### config.mk
export PLATFORM = sky130hd
export DESIGN_NAME = mem_port_arbiter
export DESIGN_NICKNAME = d
export VERILOG_FILES = /design/src/rtl/mem_port_arbiter.sv
export SDC_FILE = /design/constraint.sdc
export NUM_CORES = 1
export LEC_CHECK = 0
export ABC_AREA = 1
export CORE_ASPECT_RATIO = 1.1
export CORE_MARGIN = 2
export CORE_UTILIZATION = 46
export DETAILED_ROUTE_END_ITERATION = 7
export HOLD_SLACK_MARGIN = 0.15
export PLACE_DENSITY = 0.86
export SLEW_MARGIN = 20
export SYNTH_ARGS = -nofsm -noshare
export SYNTH_HDL_FRONTEND = slang
export SYNTH_SLANG_ARGS = --single-unit
### constraint.sdc
create_clock -name clock -period 3.55 [get_ports clock]
set_clock_uncertainty 0.1 [all_clocks]
set_input_delay 0.71 -clock clock [delete_from_list [all_inputs] [get_ports clock]]
set_output_delay 0.71 -clock clock [all_outputs]
set_load 0.01 [all_outputs]
### src/rtl/mem_port_arbiter.sv
// Arbitrates one single-port, variable-latency memory between instruction fetch and data access.
// Data has priority; after a data grant, a waiting fetch gets the next slot. Accesses abort after TIMEOUT cycles.
module mem_port_arbiter #(
    parameter int TIMEOUT = 16,
    parameter int CNT_W   = 5
) (
    input  logic        clock,
    input  logic        reset,
    input  logic        if_req,
    input  logic [31:0] if_addr,
    output logic [31:0] if_rdata,
    output logic        if_done,
    input  logic        dm_req,
    input  logic        dm_we,
    input  logic [31:0] dm_addr,
    input  logic [31:0] dm_wdata,
    output logic [31:0] dm_rdata,
    output logic        dm_done,
    output logic        mem_req,
    output logic        mem_we,
    output logic [31:0] mem_addr,
    output logic [31:0] mem_wdata,
    input  logic [31:0] mem_rdata,
    input  logic        mem_ack,
    output logic        bus_err,
    output logic        stall,
    output logic [1:0]  dbg_state
);

    // Handshake: mem_req stays high with stable mem_we/mem_addr/mem_wdata until
    // an edge that samples mem_ack=1 (transfer done, mem_rdata taken on that
    // edge) or until the wait counter expires. An ack seen while idle is ignored.
    typedef enum logic [1:0] {
        IDLE    = 2'd0,
        BUSY_IF = 2'd1,
        BUSY_DM = 2'd2
    } state_t;

    state_t            state, state_nxt;
    logic              last_dm, last_dm_nxt;
    logic [CNT_W-1:0]  cnt, cnt_nxt;
    logic              mem_req_nxt, mem_we_nxt;
    logic [31:0]       mem_addr_nxt, mem_wdata_nxt;
    logic [31:0]       if_rdata_nxt, dm_rdata_nxt;
    logic              if_done_nxt, dm_done_nxt, bus_err_nxt;
    logic              if_elig, dm_elig, expired;

    assign stall     = dm_req & ~dm_done;
    assign dbg_state = state;

    // A requester is still holding req during its done cycle; that is not a new request.
    assign if_elig = if_req & ~if_done;
    assign dm_elig = dm_req & ~dm_done;
    assign expired = (cnt == CNT_W'(TIMEOUT - 1));

    always_comb begin
        state_nxt     = state;
        last_dm_nxt   = last_dm;
        cnt_nxt       = cnt;
        mem_req_nxt   = mem_req;
        mem_we_nxt    = mem_we;
        mem_addr_nxt  = mem_addr;
        mem_wdata_nxt = mem_wdata;
        if_rdata_nxt  = if_rdata;
        dm_rdata_nxt  = dm_rdata;
        if_done_nxt   = 1'b0;
        dm_done_nxt   = 1'b0;
        bus_err_nxt   = 1'b0;
        case (state)
            IDLE: begin
                if (dm_elig && !(last_dm && if_elig)) begin
                    state_nxt     = BUSY_DM;
                    mem_req_nxt   = 1'b1;
                    mem_we_nxt    = dm_we;
                    mem_addr_nxt  = dm_addr;
                    mem_wdata_nxt = dm_wdata;
                    cnt_nxt       = '0;
                    last_dm_nxt   = 1'b1;
                end else if (if_elig) begin
                    state_nxt    = BUSY_IF;
                    mem_req_nxt  = 1'b1;
                    mem_we_nxt   = 1'b0;
                    mem_addr_nxt = if_addr;
                    cnt_nxt      = '0;
                    last_dm_nxt  = 1'b0;
                end
            end
            BUSY_IF, BUSY_DM: begin
                if (mem_ack) begin
                    state_nxt   = IDLE;
                    mem_req_nxt = 1'b0;
                    if (state == BUSY_IF) begin
                        if_done_nxt  = 1'b1;
                        if_rdata_nxt = mem_rdata;
                    end else begin
                        dm_done_nxt = 1'b1;
                        if (!mem_we) dm_rdata_nxt = mem_rdata;
                    end
                end else if (expired) begin
                    state_nxt   = IDLE;
                    mem_req_nxt = 1'b0;
                    bus_err_nxt = 1'b1;
                    if (state == BUSY_IF) begin
                        if_done_nxt  = 1'b1;
                        if_rdata_nxt = '0;
                    end else begin
                        dm_done_nxt  = 1'b1;
                        dm_rdata_nxt = '0;
                    end
                end else begin
                    cnt_nxt = cnt + 1'b1;
                end
            end
            default: state_nxt = IDLE;
        endcase
    end

    always_ff @(posedge clock or negedge reset) begin
        if (!reset) begin
            state     <= IDLE;
            last_dm   <= 1'b0;
            cnt       <= '0;
            mem_req   <= 1'b0;
            mem_we    <= 1'b0;
            mem_addr  <= '0;
            mem_wdata <= '0;
            if_rdata  <= '0;
            dm_rdata  <= '0;
            if_done   <= 1'b0;
            dm_done   <= 1'b0;
            bus_err   <= 1'b0;
        end else begin
            state     <= state_nxt;
            last_dm   <= last_dm_nxt;
            cnt       <= cnt_nxt;
            mem_req   <= mem_req_nxt;
            mem_we    <= mem_we_nxt;
            mem_addr  <= mem_addr_nxt;
            mem_wdata <= mem_wdata_nxt;
            if_rdata  <= if_rdata_nxt;
            dm_rdata  <= dm_rdata_nxt;
            if_done   <= if_done_nxt;
            dm_done   <= dm_done_nxt;
            bus_err   <= bus_err_nxt;
        end
    end

endmodule
# Word-level counts from Yosys, hierarchy flattened
# Cells that the tools add are included.
# totals
mem_bits_rw	0
memories	0
output_inout_bits	136
ff_bits	141
romBits	0
elab_cells	81
latchBits	0
input_bits	134
# classes
n_shift	0
n_reduce_logical	15
n_div	0
bitwise_logic	5
magnitude_cmp	0
n_mul	0
mux	40
eq_ne	8
n_addsub	1
# ops
op	count
$mux 32	11
$mux 5	4
$mux 1	18
$pmux 5 s2	1
$mux 2	4
$reduce_and 4->1	2
$ne 2x2->1 const B	3
$ne 3x3->1 const B	2
$reduce_and 2->1	3
$reduce_and 3->1	2
$reduce_bool 2->1	3
$add 5x1->5 const B	1
$eq 5x4->1 const B	1
$pmux 2 s2	1
$not 1->1	3
$and 1x1->1	2
$eq 2x1->1 const B	1
$eq 2x2->1 const B	1
$logic_and 1x1->1	2
$logic_not 2->1	1
$pmux 1 s2	1
$reduce_or 2->1	1
$logic_not 1->1	1

# Longest topological paths before layout
# Gate-level depths: netlist of run 1.
# logic_depth
ltp_word	7
ltp_mapped	11
mapped_depth_nobuf	10

# Worst setup path before layout of run 1
# No wires, ideal clock.
# synth_timing
path_kind	input to output
from	input dm_req
to	output stall
cell_stages	3
arrival_time_ps	1107
path_slack_ps	1633
required_time_ps	2740
n_path_buf	1
path_cell_list	nand2_2 > inv_2 > buf_2
# synth_via
elab_chain_cells	1
# synth_rtl
item	line	rtl
start: declaration	13	input logic dm_req,
$and 1x1->1	48	assign stall = dm_req & ~dm_done;
end: declaration	26	output logic stall,
# Every way passes these cells.

# Worst setup path after layout of run 1
# Ends and elaborated chain as after synthesis.

==> results of run 1 <==
-- metrics by stage --
step	hold slack (ns)	utilization [%]
global placement	0.359	67.7
finish	0.228	72.3
global route	0.294	72.3
floorplan	0.314	-
detailed placement	0.364	67.7
CTS	0.271	72.3
-- synthesized netlist by cell type (2+ instances only) --
master / instances / area, µm²
a21oi_1: 2 / 10.0
buf_2: 15 / 75.1
buf_4: 6 / 45.0
buf_6: 12 / 135
clkbuf_1: 6 / 22.5
dfrtp_1: 141 / 3530
ha_1: 4 / 50.1
inv_1: 41 / 154
inv_2: 3 / 11.3
nand2_1: 313 / 1170
nand2_2: 5 / 31.3
nand3_1: 38 / 190
nand3b_1: 32 / 240
nor2_1: 5 / 18.8
o21ai_0: 17 / 85.1
o21ai_1: 33 / 165
o21ai_2: 20 / 175
or2_2: 3 / 18.8
-- area by class of cell --
cell class,instances,area [µm²]
fillers,970,3640
multi-input cells,476,2210
inverters,45,171
clock buffers,19,433
clock inverters,11,170
well taps,161,201
repair buffers,278,2800
flip-flops and latches,141,3530
-- routing by layer --
metal	vias to the layer above	GRT usage [%]	wire, µm
met1	2608	29.3	6850
met2	215	39.8	8330
met5	-	0	0
li1	2715	-	-
met4	0	12.5	678
met3	47	7.36	1450
-- cell families (layout without fill, tap and decap cells) --
logic type | after synthesis | count (layout) | synth area share (%)
simple gates | 399 | 399 | 27.6
flops | 141 | 141 | 57.0
buf+inv | 84 | 353 | 7.26
compound gates | 73 | 73 | 7.30
fa+ha+maj | 4 | 4 | 0.809
-- flip-flops by register name (all words and copies together), names as in the netlist --
signal,count
mem_addr,32
if_rdata,32
cnt,5
dbg_state,2
last_dm,1
mem_req,1
mem_we,1
bus_err,1
dm_rdata,32
mem_wdata,32
dm_done,1
if_done,1
-- power groups by stage --
| stage | registers, W | clock network (W) | logic (W) |
|---|---|---|---|
| global placement | 0.00277 | 0 | 0.00369 |
| detailed placement | 0.00278 | 0 | 0.00379 |
| global route | 0.00286 | 0.00193 | 0.00412 |
| finish | 0.00278 | 0.00182 | 0.00377 |
| floorplan | 0.00311 | 0 | 0.00148 |
| CTS | 0.00278 | 0.00186 | 0.00381 |
-- critical path, stage by stage --
cell and delay (ns):
clkdlybuf4s50_1 0.47, nand2_2 0.09, inv_2 0.23, clkdlybuf4s50_1 0.64
-- worst min path at each step --
stage	startpoint	to	depth (start not counted)
after floorplan	reset	bus_err	0
after global placement	mem_req	mem_req	2
after detailed placement	mem_wdata[9]	mem_wdata[9]	2
after CTS	reset	mem_addr[0]	1
after global routing	reset	mem_addr[0]	1
final	reset	mem_addr[0]	1
==> results.cfg, run 1 <==
[critical_path]
path_class = in2out
crit_fanout = 15
r2r_cells = 8
r2r_setup_slack_ns = 1.32
cp-start-kind = primary input
cp-end-kind = output pin
critPathArrivalTime_ns = 2.14
r2r_end = if_rdata[1]
crit_path_start = dm_req
crit_path_end = stall
reg2reg_from = dbg_state[0]
cp.required_ns = 2.74

[timing]
min_period_over_period_pct = 83.2
final_max_slew_viol_count = 0
clock.fmax_ghz = 0.339
min_period_ns = 2.95
fin_ws_ns = 0.597
relSlewSlack_pct = 47.9
finalSetupTns_ns = 0
rsz0062_at_grt = false
hold_viol = 0
setup_viol_count_final = 0
worst_pin_slew_ns = 0.782

[logic_synthesis]
synthArstFlopShare_pct = 100
synth.cell_area_um2 = 6190
syn_area_per_cell_um2 = 8.83
syn_inst = 701
synth-edff-count = 0
ys_seq_area_share_pct = 57.0
yosys_warnings = 0
yosysUniqueCellTypes = 23
syn_nets = 839
synth_seq_cells = 141
synthFlopType = dfrtp_1

[drt]
wire_per_inst_um = 15.3
first_pass_iters = 6
initialDrtViolationCount = 379
vias_per_cell = 4.94
vias = 5585
drt_drc_violations_left = 0
finalWirelength_mm = 17.3
ant_nets = 0

[clock_tree]
htree_num_levels = 4
clk_pin_slew_ns = 0.06
cts_resized = 0
cts_tree = done
clk_latency_ns = 0.41
postCtsSetupBuffers = 0
cts.sinks = 141
clk_path_buf_depth = 2
cts_root_buf = clkbuf_16
cts_buffers = 17
hold_buffers = 0

[global_routing]
gr-total-overflow = 0
grt_pass1_vias = 5579
grt_use_total_pct = 24.5
grt_pass1_wl_mm = 27.6
grt_max_degree = 82
antenna_found_initial = 0

[placement]
numPortBuffers = 269
dp_hpwl_mm = 12.1
place_area_um2 = 8910
dpl_worst_slack_ns = 0.594
post-place-cells = 1101
gp_congestion = 0.842

[flow_run]
max_cap_violations = 0

[layout]
finalInstanceArea_um2 = 9520
drive_gt1_share_pct = 7.63
finalNonFillerCells = 1131
final_cell_mix = 312 x nand2_1, 268 x clkdlybuf4s50_1, 141 x dfrtp_1
mostFrequentLayoutCell = nand2_1
diodes = 0
nNetsFinal = 1097
synthToLayoutAreaGrowth_pct = 53.8

[die]
rows = 44
die-area_um2 = 14400
core_um2 = 13200
io_pins = 270
die_w_um = 115
start_util_pct = 47.0
fp.dieH_um = 126

[power]
power_w = 0.00837
power_frac_comb_pct = 45.0
p_switching_w = 0.00294
power_density_nw_per_um2 = 880
power.share.clock_pct = 21.8
seq_power_share_pct = 33.2
internal_power_w = 0.00544
p_sw_share_pct = 35.1
peakVddDrop_v = 0.000499
leakagePower_nw = 4.52

[hold_path]
hold_path.class = in2async

[status]
outcome = completed
(Power assumes the default switching activity.)
==> inputs of run 2 (changes only) <==
--- a/config.mk
+++ b/config.mk
@@ -8,10 +8,10 @@
 export ABC_AREA = 1
 export CORE_ASPECT_RATIO = 1.1
 export CORE_MARGIN = 2
-export CORE_UTILIZATION = 46
+export CORE_UTILIZATION = 42
 export DETAILED_ROUTE_END_ITERATION = 7
 export HOLD_SLACK_MARGIN = 0.15
-export PLACE_DENSITY = 0.86
+export PLACE_DENSITY = 0.8
 export SLEW_MARGIN = 20
 export SYNTH_ARGS = -nofsm -noshare
 export SYNTH_HDL_FRONTEND = slang
==> constraint.sdc (replaced) <==
create_clock -name clock -period 3.1 [get_ports clock]
set_clock_uncertainty 0.1 [all_clocks]
set_input_delay 0.62 -clock clock [delete_from_list [all_inputs] [get_ports clock]]
set_output_delay 0.62 -clock clock [all_outputs]
set_load 0.01 [all_outputs]
==> run 2 against run 1 <==
Clock power is 12% higher. Sequential power is 15% higher. Hold slack better by 0.15 ns. Clock-buffer cell count up 3. Non-clock buffer count is 6 higher. Power increased by 14%. Combinational power is 15% higher. Critical endpoint unchanged. Highest routed layer unchanged.
==> results.cfg, run 2 (synthesis gave the netlist of run 1 again) <==
[layout]
drive_gt1_share_pct = 8.29
diodes = 0
mostFrequentLayoutCell = nand2_1
final_cell_mix = 312 x nand2_1, 268 x clkdlybuf4s50_1, 141 x dfrtp_1
finalNonFillerCells = 1169
nNetsFinal = 1103
utilization_pct = 66.8
n_fill_cell = 1207
synthToLayoutAreaGrowth_pct = 55.3

[critical_path]
crit_path_start = dm_req
cp-start-kind = primary input
critPathArrivalTime_ns = 1.87
r2r_setup_slack_ns = 1.02
r2r_cells = 8
crit_path_end = stall
reg2reg_from = dbg_state[0]
cp.required_ns = 2.38
path_class = in2out
crit_fanout = 3
cp-end-kind = output pin
r2r_end = dm_rdata[17]

[timing]
clock.fmax_ghz = 0.386
finalSetupTns_ns = 0
worst_pin_slew_ns = 0.678
fin_ws_ns = 0.511
relSlewSlack_pct = 54.8
min_period_over_period_pct = 83.5
min_period_ns = 2.59
rsz0062_at_grt = false
setup_viol_count_final = 0
hold_viol = 0
final_max_slew_viol_count = 0

[global_routing]
grt_max_degree = 72
grt_use_total_pct = 22.6
gr-total-overflow = 0
grt_pass1_vias = 5423
antenna_found_initial = 0
grt_pass1_wl_mm = 28.0

[drt]
ant_nets = 0
vias = 5571
first_pass_iters = 4
vias_per_cell = 4.77
drt_drc_violations_left = 0
initialDrtViolationCount = 398
wire_per_inst_um = 14.9
finalWirelength_mm = 17.4

[die]
rows = 46
io_pins = 270
fp.dieH_um = 131
die-area_um2 = 15700
die_w_um = 120
core_um2 = 14400
start_util_pct = 43.0

[clock_tree]
cts_resized = 0
clk_latency_ns = 0.42
htree_num_levels = 4
cts.sinks = 141
cts_tree = done
clk_pin_slew_ns = 0.06
cts_buffers = 17
cts_root_buf = clkbuf_16
clk_path_buf_depth = 2

[placement]
post-place-cells = 1137
numPortBuffers = 269
gp_congestion = 0.828
dp_hpwl_mm = 12.3
dpl_worst_slack_ns = 0.501

[power]
leakagePower_nw = 4.55
peakVddDrop_v = 0.000544
power_w = 0.00957
power_density_nw_per_um2 = 997

[hold_path]
whs_path_depth = 2
hold_path.class = reg2reg

[flow_run]
max_cap_violations = 0

[status]
outcome = completed
run 2: cell count changes in the layout (fill, tap and decap cells not counted):
cell,delta
clkbuf_8,+4
buf_4,+4
clkinvlp_4,-1
buf_12,+1
clkbuf_1,-1
dlygate4sd3_1,+1
clkinv_4,+1
bufinv_16,-2
run 2: metrics by stage:
step,cell area [µm²],hold slack [ns]
finish,9610,0.375
global route,9610,0.393
CTS,9610,0.381
detailed placement,9000,0.364
global placement,9000,0.358
floorplan,6190,0.224
run 2: critical path: stages:
cell and delay, ns:
clkdlybuf4s50_1 0.48, nand2_2 0.09, inv_2 0.07, clkdlybuf4s50_1 0.61
run 2: layout make-up:
cell class | count | area, µm² | share of cell area (%)
Inverter | 45 | 171 | 1.78
Timing Repair Buffer | 284 | 2860 | 29.8
Multi-Input combinational cell | 476 | 2210 | 23.0
Tap cell | 192 | 240 | 2.50
Sequential cell | 141 | 3530 | 36.7
Clock buffer | 22 | 484 | 5.04
Clock inverter | 9 | 111 | 1.16
run 2: how the worst min path moves through the flow:
stage | startpoint | endpoint | slack, ns
final | mem_wdata[21] | mem_wdata[21] | 0.38
after global routing | mem_addr[14] | mem_addr[14] | 0.39
after CTS | mem_addr[14] | mem_addr[14] | 0.38
after detailed placement | mem_addr[14] | mem_addr[14] | 0.36
after global placement | mem_req | mem_req | 0.36
after floorplan | reset | bus_err | 0.22
run 2: power by group:
group	internal, W	switching [W]
sequential	0.00270	0.000483
combinational	0.00223	0.00213
clock	0.00127	0.000767
total	0.00620	0.00338
run 2: layer usage:
metal | wire [µm] | vias up | GRT usage, %
met5 | 0 | - | 0
met4 | 454 | 0 | 8.56
met3 | 1490 | 30 | 7.55
met2 | 8430 | 228 | 36.9
met1 | 7070 | 2566 | 27.8
li1 | - | 2747 | -
run 2: repair_timing:
item                                   CTS  global route
endpoints found under the hold margin   30             0
buffers inserted                         0             0
hold buffers                             1             0
==> inputs of run 3 (changes only) <==
==> constraint.sdc (replaced) <==
create_clock -name clock -period 2.5 [get_ports clock]
set_clock_uncertainty 0.1 [all_clocks]
set_input_delay 0.5 -clock clock [delete_from_list [all_inputs] [get_ports clock]]
set_output_delay 0.5 -clock clock [all_outputs]
set_load 0.01 [all_outputs]
==> run 3 against run 2 <==
Global-route usage increased by 0.48 points. Via count up 0.54%. Flip-flop and latch count is the same. Clock-buffer cell count down 5. Critical endpoint unchanged.
==> results.cfg, run 3 (synthesis gave the netlist of run 1 again) <==
[drt]
wire_per_inst_um = 15.2
ant_nets = 0
vias = 5601
initialDrtViolationCount = 327
drt_drc_violations_left = 0
finalWirelength_mm = 17.8
first_pass_iters = 4
vias_per_cell = 4.78

[die]
io_pins = 270
start_util_pct = 43.0
die-area_um2 = 15700
fp.dieH_um = 131
rows = 46
core_um2 = 14400
die_w_um = 120

[critical_path]
r2r_setup_slack_ns = 0.31
critPathArrivalTime_ns = 1.73
r2r_cells = 9
path_depth = 4
reg2reg_from = cnt[0]
crit_path_start = dm_req
critical_path.cell_chain = clkdlybuf4s50_1, nand2_2, inv_2, clkdlybuf4s50_1
cpPeakStageDelay_ns = 0.58
cp-start-kind = primary input
cp_top_family = buffers and inverters
crit_path_end = stall
r2r_end = dm_rdata[22]
crit_fanout = 3
cp.required_ns = 1.90
path_buf_inv = 3
cp-end-kind = output pin
cp_common_cell = clkdlybuf4s50_1
cp_slowest_cell = clkdlybuf4s50_1
path_class = in2out

[global_routing]
grt_max_degree = 67
grt_pass1_wl_mm = 28.6
gr-total-overflow = 0
antenna_found_initial = 0
grt_pass1_vias = 5658
grt_use_total_pct = 23.1

[layout]
synthToLayoutAreaGrowth_pct = 56.2
n_fill_cell = 1159
seqCellArea_um2 = 3530
diodes = 0
finalNonFillerCells = 1171
nNetsFinal = 1104
mostFrequentLayoutCell = nand2_1
drive_gt1_share_pct = 8.58
multi_input_area_um2 = 2210
finalInstanceArea_um2 = 9670
final_cell_mix = 312 x nand2_1, 268 x clkdlybuf4s50_1, 141 x dfrtp_1

[clock_tree]
cts_buffers = 17
clk_pin_slew_ns = 0.06
clk_path_buf_depth = 2
cts_tree = done
clk_latency_ns = 0.42
cts_root_buf = clkbuf_16
htree_num_levels = 4
cts.sinks = 141

[flow_run]
max_cap_violations = 0

[timing]
relSlewSlack_pct = 57.9
clock.fmax_ghz = 0.429
final_max_slew_viol_count = 0
worst_pin_slew_ns = 0.631
setup_viol_count_final = 0
min_period_ns = 2.33
rsz0062_at_grt = false
hold_viol = 0
min_period_over_period_pct = 93.3
finalSetupTns_ns = 0

[status]
outcome = completed

[power]
leakagePower_nw = 4.58
peakVddDrop_v = 0.000721
power_density_nw_per_um2 = 1240

[hold_path]
hold_path.class = reg2reg
min_from = mem_addr[22]

[placement]
place_area_um2 = 9060
post-place-cells = 1138
numPortBuffers = 269
gp_congestion = 0.824
dp_hpwl_mm = 12.5
==> run 3: cell count changes in the layout (fill, tap and decap cells not counted) <==
cell / delta
buf_12: +4
buf_4: -3
bufinv_16: -1
clkbuf_1: -1
clkbuf_8: -4
clkinv_2: -2
clkinv_4: -1
clkinv_8: +1
clkinvlp_4: -1
inv_6: +5
inv_8: +5
==> run 3: power by group <==
group	internal (W)	leakage (nW)	switching, W
Clock	0.00143	0.292	0.00112
Sequential	0.00335	1.80	0.000604
Combinational	0.00279	2.49	0.00266
Total	0.00757	4.58	0.00439
==> run 3: worst min path at each step <==
stage | slack [ns] | cells after the start | to
CTS | 0.38 | 2 | mem_addr[22]
global placement | 0.36 | 2 | mem_req
detailed placement | 0.36 | 2 | mem_addr[15]
finish | 0.38 | 2 | mem_addr[22]
floorplan | 0.10 | 0 | bus_err
global route | 0.40 | 2 | mem_wdata[14]
==> run 3: routing by layer <==
metal / GRT usage [%] / wire (µm) / vias to the layer above
li1: - / - / 2741
met2: 39.3 / 8840 / 218
met1: 26.6 / 7000 / 2617
met5: 0 / 0 / -
met4: 8.50 / 376 / 0
met3: 8.33 / 1550 / 25
==> run 3: timing repair <==
action | 4_1_cts | 5_1_grt
hold endpoints to repair | 63 | 0
resized for setup | 0 | 0
setup buffers | 0 | 0
hold buffers | 1 | 0
==> run 3: per-stage QoR <==
stage,worst slack [ns],power [W],utilization (%),hold WS [ns]
2_1_floorplan,0.800,0.00652,-,0.104
3_3_place_gp,0.167,0.00931,63.0,0.357
3_5_place_dp,0.159,0.00945,63.0,0.365
4_1_cts,0.150,0.0121,67.2,0.381
5_1_grt,0.126,0.0127,67.2,0.396
6_report,0.166,0.0120,67.2,0.376
==> run 3: cell type report <==
cell class              count  area share (%)
flip-flops and latches    141            36.5
repair buffers            285            30.2
multi-input cells         476            22.9
clock buffers              17            4.40
well taps                 192            2.49
clock inverters            15            1.77
inverters                  45            1.77
==> run 3: tightest hold or removal path, delay by kind of cell, from the launching register on <==
| kind | cells | cell delay (ns) |
|---|---|---|
| AND/OR/NAND/NOR | 2 | 0.10 |
| flip-flops | 1 | 0.34 |
